## src/rtl/ias_fetch_unit_if.sv

```systemverilog
// ias_fetch_unit_if: memory read bus between the fetch unit (master) and instruction memory (slave)
// Ports: mem_rd_req/mem_addr driven by master; mem_rd_ack/mem_rdata driven by slave
interface ias_fetch_unit_if #(
    parameter int ADDR_W = 12,
    parameter int WORD_W = 40
);
    logic              mem_rd_req;
    logic [ADDR_W-1:0] mem_addr;
    logic              mem_rd_ack;
    logic [WORD_W-1:0] mem_rdata;
    modport master (output mem_rd_req, mem_addr, input mem_rd_ack, mem_rdata);
    modport slave  (input mem_rd_req, mem_addr, output mem_rd_ack, mem_rdata);
endinterface

```

## src/rtl/ias_fetch_unit.sv

```systemverilog
// ias_fetch_unit: IAS instruction fetch stage with IBR buffering of the right-half instruction
// Ports: clk, reset (sync, active-low); fetch_req, load_pc, pc_target, jump_right from control unit;
//        bus (master) memory read handshake; instr_valid, opcode, operand_addr, pc, ibr_valid, busy status
module ias_fetch_unit #(
    parameter int ADDR_W = 12,
    parameter int WORD_W = 40,
    parameter int OPC_W  = 8
) (
    input  logic              clk,
    input  logic              reset,
    input  logic              fetch_req,
    input  logic              load_pc,
    input  logic [ADDR_W-1:0] pc_target,
    input  logic              jump_right,
    ias_fetch_unit_if.master  bus,
    output logic              instr_valid,
    output logic [OPC_W-1:0]  opcode,
    output logic [ADDR_W-1:0] operand_addr,
    output logic [ADDR_W-1:0] pc,
    output logic              ibr_valid,
    output logic              busy
);
    localparam int INS_W = OPC_W + ADDR_W;
    typedef enum logic {IDLE, RD_WAIT} state_t;
    state_t           state;
    logic [INS_W-1:0] ibr;
    logic             right_only;
    logic             redirect;
    logic             fetch_pend;
    logic [INS_W-1:0] left_half;
    logic [INS_W-1:0] right_half;
    assign left_half  = bus.mem_rdata[WORD_W-1:INS_W];
    assign right_half = bus.mem_rdata[INS_W-1:0];
    assign busy       = state == RD_WAIT;
    always_ff @(posedge clk) begin
        if (!reset) begin
            state          <= IDLE;
            bus.mem_rd_req <= 1'b0;
            bus.mem_addr   <= '0;
            instr_valid    <= 1'b0;
            opcode         <= '0;
            operand_addr   <= '0;
            pc             <= '0;
            ibr            <= '0;
            ibr_valid      <= 1'b0;
            right_only     <= 1'b0;
            redirect       <= 1'b0;
            fetch_pend     <= 1'b0;
        end else begin
            case (state)
                IDLE: begin
                    if (load_pc) begin
                        // a fetch arriving with the jump is remembered and issued next cycle
                        pc          <= pc_target;
                        ibr_valid   <= 1'b0;
                        instr_valid <= 1'b0;
                        right_only  <= jump_right;
                        fetch_pend  <= fetch_pend | fetch_req;
                    end else if (fetch_req || fetch_pend) begin
                        fetch_pend <= 1'b0;
                        if (ibr_valid) begin
                            {opcode, operand_addr} <= ibr;
                            instr_valid            <= 1'b1;
                            ibr_valid              <= 1'b0;
                            pc                     <= pc + 1'b1;
                        end else begin
                            bus.mem_rd_req <= 1'b1;
                            bus.mem_addr   <= pc;
                            instr_valid    <= 1'b0;
                            state          <= RD_WAIT;
                        end
                    end
                end
                RD_WAIT: begin
                    if (load_pc) begin
                        pc         <= pc_target;
                        right_only <= jump_right;
                    end
                    if (bus.mem_rd_ack) begin
                        if (redirect || load_pc) begin
                            // stale data from before the jump: drop it and re-read at the new pc
                            bus.mem_addr <= load_pc ? pc_target : pc;
                            redirect     <= 1'b0;
                        end else begin
                            bus.mem_rd_req <= 1'b0;
                            instr_valid    <= 1'b1;
                            state          <= IDLE;
                            if (right_only) begin
                                {opcode, operand_addr} <= right_half;
                                ibr_valid              <= 1'b0;
                                pc                     <= pc + 1'b1;
                                right_only             <= 1'b0;
                            end else begin
                                {opcode, operand_addr} <= left_half;
                                ibr                    <= right_half;
                                ibr_valid              <= 1'b1;
                            end
                        end
                    end else if (load_pc) begin
                        redirect <= 1'b1;
                    end
                end
                default: state <= IDLE;
            endcase
        end
    end
endmodule
```

## src/flat_wrapper.sv

```systemverilog
// flat-port wrapper written by rule: the top's interface ports become plain ports
module ias_fetch_unit_flat 
#(
    parameter int ADDR_W = 12,
    parameter int WORD_W = 40,
    parameter int OPC_W  = 8
)
  (clk, reset, fetch_req, load_pc, pc_target, jump_right, instr_valid, opcode, operand_addr, pc, ibr_valid, busy, bus_mem_rd_req, bus_mem_addr, bus_mem_rd_ack, bus_mem_rdata);
  ias_fetch_unit_if #(.ADDR_W(ADDR_W), .WORD_W(WORD_W)) bus_i ();
  input  logic clk;
  input  logic reset;
  input  logic fetch_req;
  input  logic load_pc;
  input  logic [ADDR_W-1:0] pc_target;
  input  logic jump_right;
  output logic instr_valid;
  output logic [OPC_W-1:0] opcode;
  output logic [ADDR_W-1:0] operand_addr;
  output logic [ADDR_W-1:0] pc;
  output logic ibr_valid;
  output logic busy;
  output wire logic [$bits(bus_i.mem_rd_req)-1:0] bus_mem_rd_req;
  output wire logic [$bits(bus_i.mem_addr)-1:0] bus_mem_addr;
  input wire logic [$bits(bus_i.mem_rd_ack)-1:0] bus_mem_rd_ack;
  input wire logic [$bits(bus_i.mem_rdata)-1:0] bus_mem_rdata;
  assign bus_mem_rd_req = bus_i.mem_rd_req;
  assign bus_mem_addr = bus_i.mem_addr;
  assign bus_i.mem_rd_ack = bus_mem_rd_ack;
  assign bus_i.mem_rdata = bus_mem_rdata;
  ias_fetch_unit #(.ADDR_W(ADDR_W), .WORD_W(WORD_W), .OPC_W(OPC_W)) u_core (.clk(clk), .reset(reset), .fetch_req(fetch_req), .load_pc(load_pc), .pc_target(pc_target), .jump_right(jump_right), .bus(bus_i), .instr_valid(instr_valid), .opcode(opcode), .operand_addr(operand_addr), .pc(pc), .ibr_valid(ibr_valid), .busy(busy));
endmodule
```

## config.mk

```make
export PLATFORM = sky130hd
export DESIGN_NAME = ias_fetch_unit_flat
export DESIGN_NICKNAME = d
export VERILOG_FILES = /design/src/rtl/ias_fetch_unit_if.sv /design/src/rtl/ias_fetch_unit.sv /design/src/flat_wrapper.sv
export SDC_FILE = /design/constraint.sdc
export NUM_CORES = 1
export LEC_CHECK = 0
export BUFFER_PORTS_ARGS = -buffer_cell sky130_fd_sc_hd__buf_2
export CAP_MARGIN = 20
export CORE_AREA = 4 4 87 89
export CTS_BUF_LIST = sky130_fd_sc_hd__clkbuf_4 sky130_fd_sc_hd__clkbuf_8
export DETAILED_ROUTE_END_ITERATION = 10
export DIE_AREA = 0 0 91 93
export PLACE_DENSITY = 0.84
export SETUP_SLACK_MARGIN = 0.2
export SYNTH_ARGS = -nofsm -noshare
export SYNTH_HDL_FRONTEND = slang
export SYNTH_SLANG_ARGS = --single-unit
```

## constraint.sdc

```tcl
create_clock -name clk -period 4 [get_ports clk]
set_clock_uncertainty 0.15 [all_clocks]
set_input_delay 0.6 -clock clk [delete_from_list [all_inputs] [get_ports clk]]
set_output_delay 0.6 -clock clk [all_outputs]
set_load 0.005 [all_outputs]
```

======== Word level (Yosys, flattened, before mapping) ========
Index checks and enable logic that the tools add are counted.
word-level totals
  bits in writable memories ............... 0
  bits in latches ......................... 0
  ROM bits ................................ 0
  register bits after elaboration ......... 71
  output and inout port bits .............. 48
  memories ................................ 0
cells by class
  order comparisons ....................... 0
  bitwise gates (word level) .............. 4
  shift operators ......................... 0
  $mul .................................... 0
  reductions and logical operators ........ 12
  divide/modulo/power cells ............... 0
  add/subtract/negate cells ............... 1
  equality and inequality tests ........... 10
  mux-type cells .......................... 61
operators with widths
  kind                                           number
  2-to-1 mux 12 bit                              18
  one-hot mux 12 bit (2 select lines)            3
  2-to-1 mux 8 bit                               6
  2-to-1 mux 1 bit                               28
  one-hot mux 8 bit (2 select lines)             1
  AND reduction 5 bit                            3
  adder 12 x 1 -> 12 bit, second input constant  1
  != test 2 bit, second input constant           5
  one-hot mux 1 bit (2 select lines)             5
  != test 2 x 1 -> 1 bit, second input constant  3
  != test 3 x 2 -> 1 bit, second input constant  2
  AND reduction 3 bit                            2
  AND reduction 2 bit                            2
  AND reduction 4 bit                            1
  nonzero test 2 bit                             2
  NOT 1 bit                                      3
  logical OR 1 bit                               2
  bitwise OR 1 bit                               1

======== Depth between registers and ports, before layout ========
Gate-level depths: netlist (run 1).
  word-level depth ........................ 5
  gate-level depth with buffers ........... 7

======== Worst setup path after synthesis (run 1) ========
Ideal clock, no wire load.
  path type ............................... input to register
  start ................................... input load_pc
  end ..................................... register u_core.bus.mem_addr[0]
  arrival ................................. 1522 ps
  slack ................................... 2212 ps
  required time ........................... 3734 ps
  stages .................................. 7
  path buffers ............................ 2
  path through ............................ buf_2 nor2_1 a2bb2oi_1 nor2_2 buf_2 nand3_1 o211a_1
on the way
  longest elaborated chain between the ends .. 4
ends and longest elaborated chain
  item                                 RTL line                 text
  start, declared                      flat_wrapper.sv:13       input logic load_pc;
  2-to-1 mux 12 bit                    ias_fetch_unit.sv:82     bus.mem_addr <= load_pc ? pc_target : pc;
  2-to-1 mux 12 bit                    ias_fetch_unit.sv:80     if (redirect || load_pc) begin
  2-to-1 mux 12 bit                    ias_fetch_unit.sv:79     if (bus.mem_rd_ack) begin
  one-hot mux 12 bit (2 select lines)  ias_fetch_unit.sv:50     case (state)
  end signal, assigned                 ias_fetch_unit.sv:68     bus.mem_addr <= pc;
  end signal, assigned                 ias_fetch_unit.sv:82
  end, declared                        ias_fetch_unit_if.sv:11  modport master (output mem_rd_req, mem_addr, input mem_rd_ack, mem_rdata);
Parallel ways exist; a longest one is shown, timed or not. The select of a mux whose other input is x is not followed.
A chain may end at the register's enable or synchronous reset.

======== Final worst setup path (run 1) ========
  start ................................... register u_core.state (netlist: u_core.busy)
  end ..................................... output busy
RTL lines
  item                    RTL line              text
  start, declared         ias_fetch_unit.sv:25  state_t state;
  start signal, assigned  ias_fetch_unit.sv:37  state <= IDLE;
  start signal, assigned  ias_fetch_unit.sv:70  state <= RD_WAIT;
  start signal, assigned  ias_fetch_unit.sv:87  state <= IDLE;
  end, declared           flat_wrapper.sv:21    output logic busy;
No word-level cell between the ends.

==> flow_metrics.tcl, run 1 <==
set metrics [dict create \
    outcome "finished, final reports clean" \
    die_h_um 93 \
    ys_async_sr_fraction_pct 0 \
    finalHoldViolations 0 \
    slowest_stage "dfxtp_2" \
    reg2reg_to "u_core.opcode[5]" \
    yosysWarnings 0 \
    cts_buffer_depth 2 \
    synth.top_cells.by_area "dfxtp_1 (37%), nand2_1 (10%), a21boi_1 (7.3%), mux2i_1 (5.5%), o211ai_1 (4.3%)" \
    insertion_delay_ns 0.34 \
    peakVddDrop_mv 0.2067 \
    crit_fanout 43 \
    wire_per_inst_um 15.87 \
    drt-initial-drc-count 205 \
    n_antenna_cell 0 \
    routed_via_density 5.891 \
    path_cells "buf_4 -> buf_2" \
    synth.most_common_cell "nand2_1" \
    worst_hold_slack_ns 0.2986 \
    worstSetupEndpoint "busy" \
    p_leak_nw 1.910 \
    initial_utilization_pct 56.63 \
    ios 106 \
    post_cts_buffers 0 \
    synth-edff-count 0 \
    cts_root_buffer "clkbuf_8" \
    p_total_mw 1.652 \
    cts_hold_buf 0 \
    vias 3788 \
    io_buffers 105 \
    htreeDepth 3 \
    cts_made_buffers 9 \
    final_net_count 618 \
    p_per_area_mw_per_mm2 367.1 \
    critPathTopFamily "flip-flops" \
    path_depth 2 \
    timing.final.crit_share_pct 63.54 \
    netlist-cell-type-count 61 \
    rsz0062_at_grt "no" \
    grt_pass1_vias 3644 \
    totalWireLength_mm 10.20 \
    max_freq_ghz 0.3935 \
    drtAntennaViolNets 0 \
    setup_tns_ns 0 \
    grt_use_total_pct 24.33 \
    critPathBufInv 2 \
    max_slew_margin_pct 40.13 \
    crit_start "u_core.busy" \
    dpl.hpwl_mm 6.877 \
    grt_max_degree 52 \
    r2r-start "u_core.busy" \
    synth_area_mm2 0.003826 \
    yosysSeqAreaShare_pct 37.15 \
    setup_slack_ns 1.459 \
    overflow 0 \
    drc 0 \
    hp-class "register to register" \
    area_delta_synth_final_pct 17.59 \
    cts_sinks 71 \
    fp-row-count 30 \
    cts_tree "built" \
    cp-start-kind "register" \
    grt_pass1_wl_mm 16.92 \
    cp.required_ns 3.25 \
    core_area_mm2 0.006756 \
    clkTransAtPathRegs_ns 0.07 \
    die_w_um 91 \
    crit_path_end_kind "primary output" \
    slowest_delay_ns 0.74 \
    ys_ff_latch 71 \
    synth_nets 534 \
    syn_inst 475 \
    worstMarginPinSlew_ns 0.8971 \
    drv_slew 0 \
    reg2reg_depth 6 \
    place.gp.congestion 0.9365 \
    synth_ff_type "dfxtp_1" \
    fin_util_pct 66.59 \
    dieArea_mm2 0.008463 \
    ys_top_cells_by_count "nand2_1 (107), dfxtp_1 (71), a21boi_1 (37)" \
    antenna_found_initial 0 \
    yosysTopAreaCellShare_pct 37.15 \
    reg2reg_setup_slack_ns 1.55 \
    path_class "register to primary output" \
    drive_above_1_share_pct 25.40 \
    dr.pass1.iters 5 \
    pre_cts_ws_ns 1.235 \
    yosys.area.top_type "dfxtp_1" \
    post_cts_resized 0 \
    max_cap_viol_count 0 \
    min_period_ns 2.541 \
    setup_viol 0 \
    syn_avg_cell_area_um2 8.055 \
    cp.arrival_ns 1.79 \
]
==> kinds of logic (layout without fill, tap and decap cells) <==
kind of cell | after synthesis | after routing | share of synthesized area, %
AO/OA/AOI/OAI | 146 | 146 | 26.65
XOR/XNOR | 7 | 7 | 1.602
adder cells (fa/ha/maj) | 1 | 1 | 0.3270
buffers and inverters | 45 | 133 | 5.918
flip-flops | 71 | 71 | 37.15
multiplexers | 22 | 22 | 5.788
AND/OR/NAND/NOR | 183 | 183 | 22.56
==> flip-flops by register name, summed over array words and instances, names as in the netlist, 8 cells and up <==
signal	count
u_core.pc	12
u_core.ibr	20
u_core.bus.mem_addr	12
u_core.operand_addr	12
u_core.opcode	8
==> worst min-delay path by stage <==
| stage | end | slack (ns) | startpoint | cells after the start |
|---|---|---|---|---|
| finish | u_core.opcode[7] | 0.30 | u_core.opcode[7] | 2 |
| global route | u_core.opcode[7] | 0.32 | u_core.opcode[7] | 2 |
| global placement | u_core.opcode[4] | 0.29 | u_core.opcode[4] | 2 |
| floorplan | u_core.ibr[0] | 0.29 | u_core.ibr[0] | 2 |
| CTS | u_core.operand_addr[3] | 0.30 | u_core.operand_addr[3] | 2 |
| detailed placement | u_core.operand_addr[3] | 0.29 | u_core.operand_addr[3] | 2 |
==> layer usage <==
metal | global-route usage (%) | vias up | part of all wire (%)
li1 | - | 1847 | -
met1 | 28.51 | 1754 | 42
met2 | 42.98 | 166 | 49
met3 | 4.586 | 21 | 7.1
met4 | 11.31 | 0 | 1.8
met5 | 0 | - | 0
==> area by class of cell <==
cell class | instances | area [µm²]
Clock buffer | 12 | 158.9
Clock inverter | 3 | 42.54
Fill cell | 590 | 2257
Inverter | 7 | 26.28
Multi-Input combinational cell | 359 | 2178
Sequential cell | 71 | 1423
Tap cell | 80 | 100.1
Timing Repair Buffer | 111 | 570.5
==> metrics by stage <==
step,std cells,area (µm²)
finish,643,4499
global route,643,4499
CTS,643,4499
detailed placement,628,4298
global placement,628,4298
floorplan,475,3826
==> worst reg2reg max path, stage by stage, from the launching register on <==
cell and delay [ns]:
dfxtp_2 0.74, buf_4 0.50, nor2b_1 0.15, nor2_1 0.15, or2_2 0.40, nand2_1 0.13
a21boi_1 0.16
==> cell usage in the layout, fill, tap and decap left out, drive strengths merged, types with 2 or more instances in the layout <==
| cell type | Yosys | final |
|---|---|---|
| clkbuf | 17 | 12 |
| o211a | 12 | 12 |
| o211ai | 22 | 22 |
| o31ai | 2 | 2 |
| a22oi | 5 | 5 |
| a21boi | 43 | 43 |
| dfxtp | 71 | 71 |
| nand2 | 107 | 107 |
| buf | 21 | 111 |
| nand2b | 4 | 4 |
| mux2i | 21 | 21 |
| xnor2 | 5 | 5 |
| inv | 7 | 7 |
| nor3 | 5 | 5 |
| a21oi | 21 | 21 |
| o21ai | 27 | 27 |
| xor2 | 2 | 2 |
| nor2b | 3 | 3 |
| nand3 | 33 | 33 |
| nor4 | 3 | 3 |
| nor2 | 15 | 15 |
| a31oi | 2 | 2 |
| or2 | 3 | 3 |
==> power breakdown <==
group | internal, mW | switching [mW]
registers | 0.744 | 0.0472
clock network | 0.325 | 0.264
logic | 0.120 | 0.151
total | 1.19 | 0.462
No activity file was read; power rests on OpenSTA's default activity.
==> run 2: changes to the inputs <==
Settings changed: ABC_AREA from default to 1, CORE_AREA 4 4 87 89 to 4 4 93 95, DIE_AREA 0 0 91 93 to 0 0 97 99, PLACE_DENSITY 0.84 to 0.76.
Clock period 4 ns to 2.2 ns, I/O delays scaled along.
==> run 2 against run 1 <==
Net effect: utilization decreased by 8.4 points; hold slack got worse by 0.20 ns; die area increased by 13%; global-route usage decreased by 2.8 points; non-clock buffer count increased by 8; final cell count increased by 18%; clock-buffer cell count decreased by 2; first-iteration DRC count increased by 100%.
==> flow_metrics.tcl, run 2 <==
set metrics [dict create \
    setup_tns_ns 0 \
    fill_cells 742 \
    hp-start "jump_right" \
    dpl.hpwl_mm 7.631 \
    io_buffers 105 \
    yosysSeqAreaShare_pct 37.97 \
    synth.most_common_cell "o21ai_0" \
    insertion_delay_ns 0.35 \
    grt_pass1_vias 3695 \
    initial_utilization_pct 48.45 \
    ys_async_sr_fraction_pct 0 \
    p_leak_nw 2.127 \
    yosysTopAreaCellShare_pct 37.97 \
    drive_above_1_share_pct 23.51 \
    area_delta_synth_final_pct 20.19 \
    mostFrequentLayoutCell "buf_2" \
    regArea_mm2 0.001421 \
    peakVddDrop_mv 0.3805 \
    pre_cts_ws_ns 0.3820 \
    fp-row-count 32 \
    overflow 0 \
    max_cap_viol_count 0 \
    synth_ff_type "dfxtp_1" \
    min_period_ns 1.852 \
    core_area_mm2 0.007727 \
    cts_tree "built" \
    ys_ff_latch 71 \
    htreeDepth 3 \
    ios 106 \
    die_w_um 97 \
    clkTransAtPathRegs_ns 0.08 \
    cts_sinks 71 \
    multiInputGateArea_mm2 0.001928 \
    post_cts_buffers 0 \
    cp-start-kind "register" \
    syn_avg_cell_area_um2 6.685 \
    layout_common_cells "buf_2 (105), o21ai_0 (98), nor2_1 (84), nand2_1 (71), dfxtp_1 (71)" \
    finalNonFillerCells 757 \
    routed_via_density 5.419 \
    ys_top_cells_by_count "o21ai_0 (98), nor2_1 (84), dfxtp_1 (71), nand2_1 (71), a21oi_1 (64)" \
    crit_fanout 13 \
    p_clk_share_pct 33.6 \
    p_sw_share_pct 31.34 \
    vias 4102 \
    drt-initial-drc-count 417 \
    drv_slew 0 \
    p_comb_share_pct 20.7 \
    outcome "finished, final reports clean" \
    cts_hold_buf 0 \
    post_cts_resized 0 \
    grt_max_degree 36 \
    antenna_found_initial 0 \
    finalHoldViolations 0 \
    max_freq_ghz 0.5401 \
    worst_hold_slack_ns 0.1012 \
    setup_slack_ns 0.3484 \
    synth_area_mm2 0.003744 \
    drtAntennaViolNets 0 \
    die_h_um 99 \
    yosys.area.top_type "dfxtp_1" \
    wire_per_inst_um 14.27 \
    r2r-start "u_core.ibr_valid" \
    internal_power_mw 2.184 \
    path_class "register to register" \
    grt_pass1_wl_mm 17.34 \
    max_slew_margin_pct 59.91 \
    dr.pass1.iters 5 \
    hold_depth 3 \
    largest_register_ffs 20 \
    synth.top_cells.by_area "dfxtp_1 (38%), o21ai_0 (13%), a21oi_1 (8.6%), nor2_1 (8.4%), nand2_1 (7.1%)" \
    grt_use_total_pct 21.52 \
    hp-class "input port to register" \
    p_switching_mw 0.9968 \
    final_net_count 709 \
    timing.final.crit_share_pct 84.16 \
    cts_buffer_depth 2 \
    synth_nets 619 \
    cts_made_buffers 9 \
    dieArea_mm2 0.009603 \
    syn_inst 560 \
    crit_start "u_core.ibr_valid" \
    pwr-share-seq_pct 45.8 \
    cts_root_buffer "clkbuf_8" \
    regMostFlops "u_core.ibr" \
    cp.required_ns 2.29 \
    fin_util_pct 58.23 \
    p_per_area_mw_per_mm2 707.0 \
    drc 0 \
    worstMarginPinSlew_ns 0.5999 \
    place.gp.congestion 0.8868 \
    n_antenna_cell 0 \
    rsz0062_at_grt "no" \
    netlist-cell-type-count 32 \
    synth-edff-count 0 \
    cp.arrival_ns 1.94 \
    place_inst 741 \
    crit_path_end_kind "register" \
    totalWireLength_mm 10.80 \
    setup_viol 0 \
    yosysWarnings 0 \
    reg2reg_depth 6 \
]
run 2: area by class of cell:
cell class,instances,area share [%]
Multi-Input combinational cell,398,42.85
Inverter,51,4.255
Sequential cell,71,31.59
Clock inverter,6,1.529
Clock buffer,10,2.920
Timing Repair Buffer,119,14.02
Tap cell,102,2.836
run 2: stage by stage:
stage                     instance area [µm²]  power [mW]
final                                    4499       3.181
after global routing                     4499       3.341
after CTS                                4499       3.192
after detailed placement                 4299       2.132
after global placement                   4299       2.118
after floorplan                          3744       1.893
run 2: final timing paths:
path,to,slack [ns]
max,u_core.pc[9],0.35
min,u_core.right_only,0.10
max reg2reg,u_core.pc[9],0.35
min reg2reg,u_core.ibr[11],0.30
run 2: power groups by stage:
stage               combinational (mW)  sequential [mW]  clock, mW
finish                           0.657             1.46       1.07
global route                     0.740             1.47       1.13
CTS                              0.652             1.46       1.08
detailed placement               0.648             1.48          0
global placement                 0.634             1.48          0
floorplan                        0.416             1.48          0
run 2: kinds of logic (layout without fill, tap and decap cells):
group / after synthesis / count (layout) / synth area share, %
AO/OA/AOI/OAI: 202 / 202 / 29.01
AND/OR/NAND/NOR: 190 / 190 / 20.99
buffers and inverters: 91 / 186 / 10.53
flip-flops: 71 / 71 / 37.97
XOR/XNOR: 5 / 5 / 1.170
adder cells (fa/ha/maj): 1 / 1 / 0.3342
run 2: metal layers:
| metal | share of wire, % | vias to the layer above | routed length, µm | global-route usage (%) |
|---|---|---|---|---|
| met4 | 2.8 | 0 | 303 | 10.58 |
| met1 | 45 | 1846 | 4831 | 28.60 |
| li1 | - | 2042 | - | - |
| met2 | 44 | 185 | 4748 | 33.60 |
| met3 | 8.5 | 29 | 917 | 3.963 |
| met5 | 0 | - | 0 | 0 |
run 2: worst max-delay path, cell delays in order, from the launching register on:
cell and delay, ns:
dfxtp_1 0.37, inv_1 0.09, o21ai_2 0.46, inv_2 0.23
a31oi_1 0.21, nand3_1 0.09, and2_1 0.14
==> run 3: changes to the inputs <==
Settings changed: ABC_AREA 1 to 0, CORE_AREA 4 4 93 95 to 4 4 90 92, DIE_AREA 0 0 97 99 to 0 0 94 96, PLACE_DENSITY 0.76 to 0.79.
Clock period 2.2 ns to 1.8 ns, I/O delays scaled along.
==> run 3 against run 2 <==
Net effect: hold slack worse by 0.090 ns; largest cell class unchanged; combinational power up 23%; final cell count down 7.4%; routed wire length up 7.1%; critical path depth unchanged; sequential cell count unchanged; global-route usage up 2.9 points; setup slack worse by 0.16 ns; highest routed layer unchanged; clock power up 35%; cell area up 14%.
==> flow_metrics.tcl, run 3 (synthesized netlist as in run 1, its figures left out) <==
set metrics [dict create \
    p_clk_share_pct 36.2 \
    grt_pass1_vias 3720 \
    initial_utilization_pct 53.04 \
    holdPathEnd "u_core.ibr[6]" \
    cp.required_ns 1.93 \
    clkTransAtPathRegs_ns 0.08 \
    crit_path_end_kind "register" \
    regMostFlops "u_core.ibr" \
    cp-start-kind "register" \
    p_per_area_mw_per_mm2 778.6 \
    cts_buffer_depth 2 \
    htreeDepth 3 \
    drc 0 \
    die_h_um 96 \
    timing.final.crit_share_pct 89.68 \
    overflow 0 \
    wire_per_inst_um 16.50 \
    reg2reg_depth 6 \
    layout_common_cells "nand2_1 (105), buf_2 (105), dfxtp_1 (60), a21boi_1 (37), buf_4 (34)" \
    place.gp.congestion 0.9213 \
    p_total_mw 3.983 \
    routed_via_density 5.757 \
    finalHoldViolations 0 \
    min_period_ns 1.614 \
    worst_hold_slack_ns 0.01156 \
    drt-initial-drc-count 245 \
    hp-start "bus_mem_rdata[6]" \
    core_area_mm2 0.007214 \
    totalWireLength_mm 11.57 \
    internal_power_mw 2.865 \
    final_area_mm2 0.005115 \
    dpl.hpwl_mm 7.696 \
    dr.pass1.iters 5 \
    hp-class "input port to register" \
    pwr-share-seq_pct 43.5 \
    rsz0062_at_grt "yes" \
    r2r-start "u_core.busy" \
    cts_sinks 71 \
    hold_depth 3 \
    setup_viol 0 \
    cts_made_buffers 9 \
    worstMarginPinSlew_ns 0.4248 \
    place_inst 669 \
    outcome "finished, final reports clean" \
    max_cap_viol_count 0 \
    p_comb_share_pct 20.3 \
    max_freq_ghz 0.6195 \
    n_antenna_cell 0 \
    fp-row-count 31 \
    reg2reg_setup_slack_ns 0.19 \
    drive_above_1_share_pct 36.38 \
    cp.arrival_ns 1.74 \
    peakVddDrop_mv 0.5876 \
    grt_pass1_wl_mm 17.49 \
    dieArea_mm2 0.009024 \
    die_w_um 94 \
    grt_max_degree 29 \
    area_delta_synth_final_pct 33.68 \
    finalNonFillerCells 701 \
    reg2reg_to "u_core.pc[6]" \
    fin_util_pct 70.90 \
    cts_tree "built" \
    drv_slew 0 \
    grt_use_total_pct 24.41 \
    vias 4036 \
    insertion_delay_ns 0.35 \
    largest_register_ffs 20 \
    antenna_found_initial 0 \
    max_slew_margin_pct 71.68 \
    ios 106 \
    cts_hold_buf 0 \
    drtAntennaViolNets 0 \
    final_net_count 656 \
    p_leak_nw 2.185 \
    io_buffers 105 \
    post_dp_cell_area_mm2 0.004543 \
    p_sw_share_pct 28.05 \
    crit_fanout 9 \
    path_class "register to register" \
    p_switching_mw 1.117 \
    cts_root_buffer "clkbuf_8" \
]
==> run 3: area by class of cell <==
class                           count  area [µm²]
Multi-Input combinational cell    360        2354
Fill cell                         564        2100
Sequential cell                    71        1455
Timing Repair Buffer              148       929.6
Clock buffer                       11       145.1
Tap cell                           99       123.9
Clock inverter                      5       81.33
Inverter                            7       26.28
==> run 3: metal layers <==
layer	track usage, %	routed length [µm]	vias up
met1	28.65	4736	1903
li1	-	-	1924
met4	10.83	266	0
met3	4.926	843	29
met5	0	0	-
met2	43.05	5720	180
==> run 3: worst max path at each step <==
| stage | start | endpoint | slack [ns] |
|---|---|---|---|
| 4_1_cts | u_core.busy | u_core.opcode[3] | 0.17 |
| 6_report | u_core.busy | u_core.pc[6] | 0.19 |
| 2_1_floorplan | u_core.pc[4] | u_core.pc[9] | 0.21 |
| 3_5_place_dp | fetch_req | u_core.operand_addr[11] | -0.07 |
| 3_3_place_gp | fetch_req | u_core.operand_addr[4] | 0.07 |
| 5_1_grt | u_core.pc[0] | u_core.pc[6] | 0.10 |
==> run 3: timing repair <==
action / CTS / global route
buffers inserted: 7 / 8
gates cloned: 1 / 0
setup endpoints to repair: 42 / 63
pin swaps: 5 / 12
resized for setup: 23 / 37
==> run 3: worst max-delay path: stages (launching register included) <==
cell and delay (ns):
dfxtp_4 0.42, buf_12 0.13, nor2b_2 0.29, nand2_1 0.12
o41ai_2 0.22, a21oi_1 0.07, a21oi_1 0.13
==> run 3: power by group through the flow <==
stage / sequential (mW) / clock, mW / combinational, mW
6_report: 1.73 / 1.44 / 0.807
5_1_grt: 1.74 / 1.53 / 0.879
4_1_cts: 1.72 / 1.46 / 0.753
3_5_place_dp: 1.76 / 0 / 0.695
3_3_place_gp: 1.76 / 0 / 0.675
2_1_floorplan: 1.76 / 0 / 0.410
==> run 3: stage by stage <==
stage / setup slack, ns / TNS (ns)
4_1_cts: 0.1691 / 0
3_3_place_gp: 0.06773 / 0
3_5_place_dp: -0.07007 / -0.8589
2_1_floorplan: 0.2058 / 0
5_1_grt: 0.1007 / 0
6_report: 0.1857 / 0
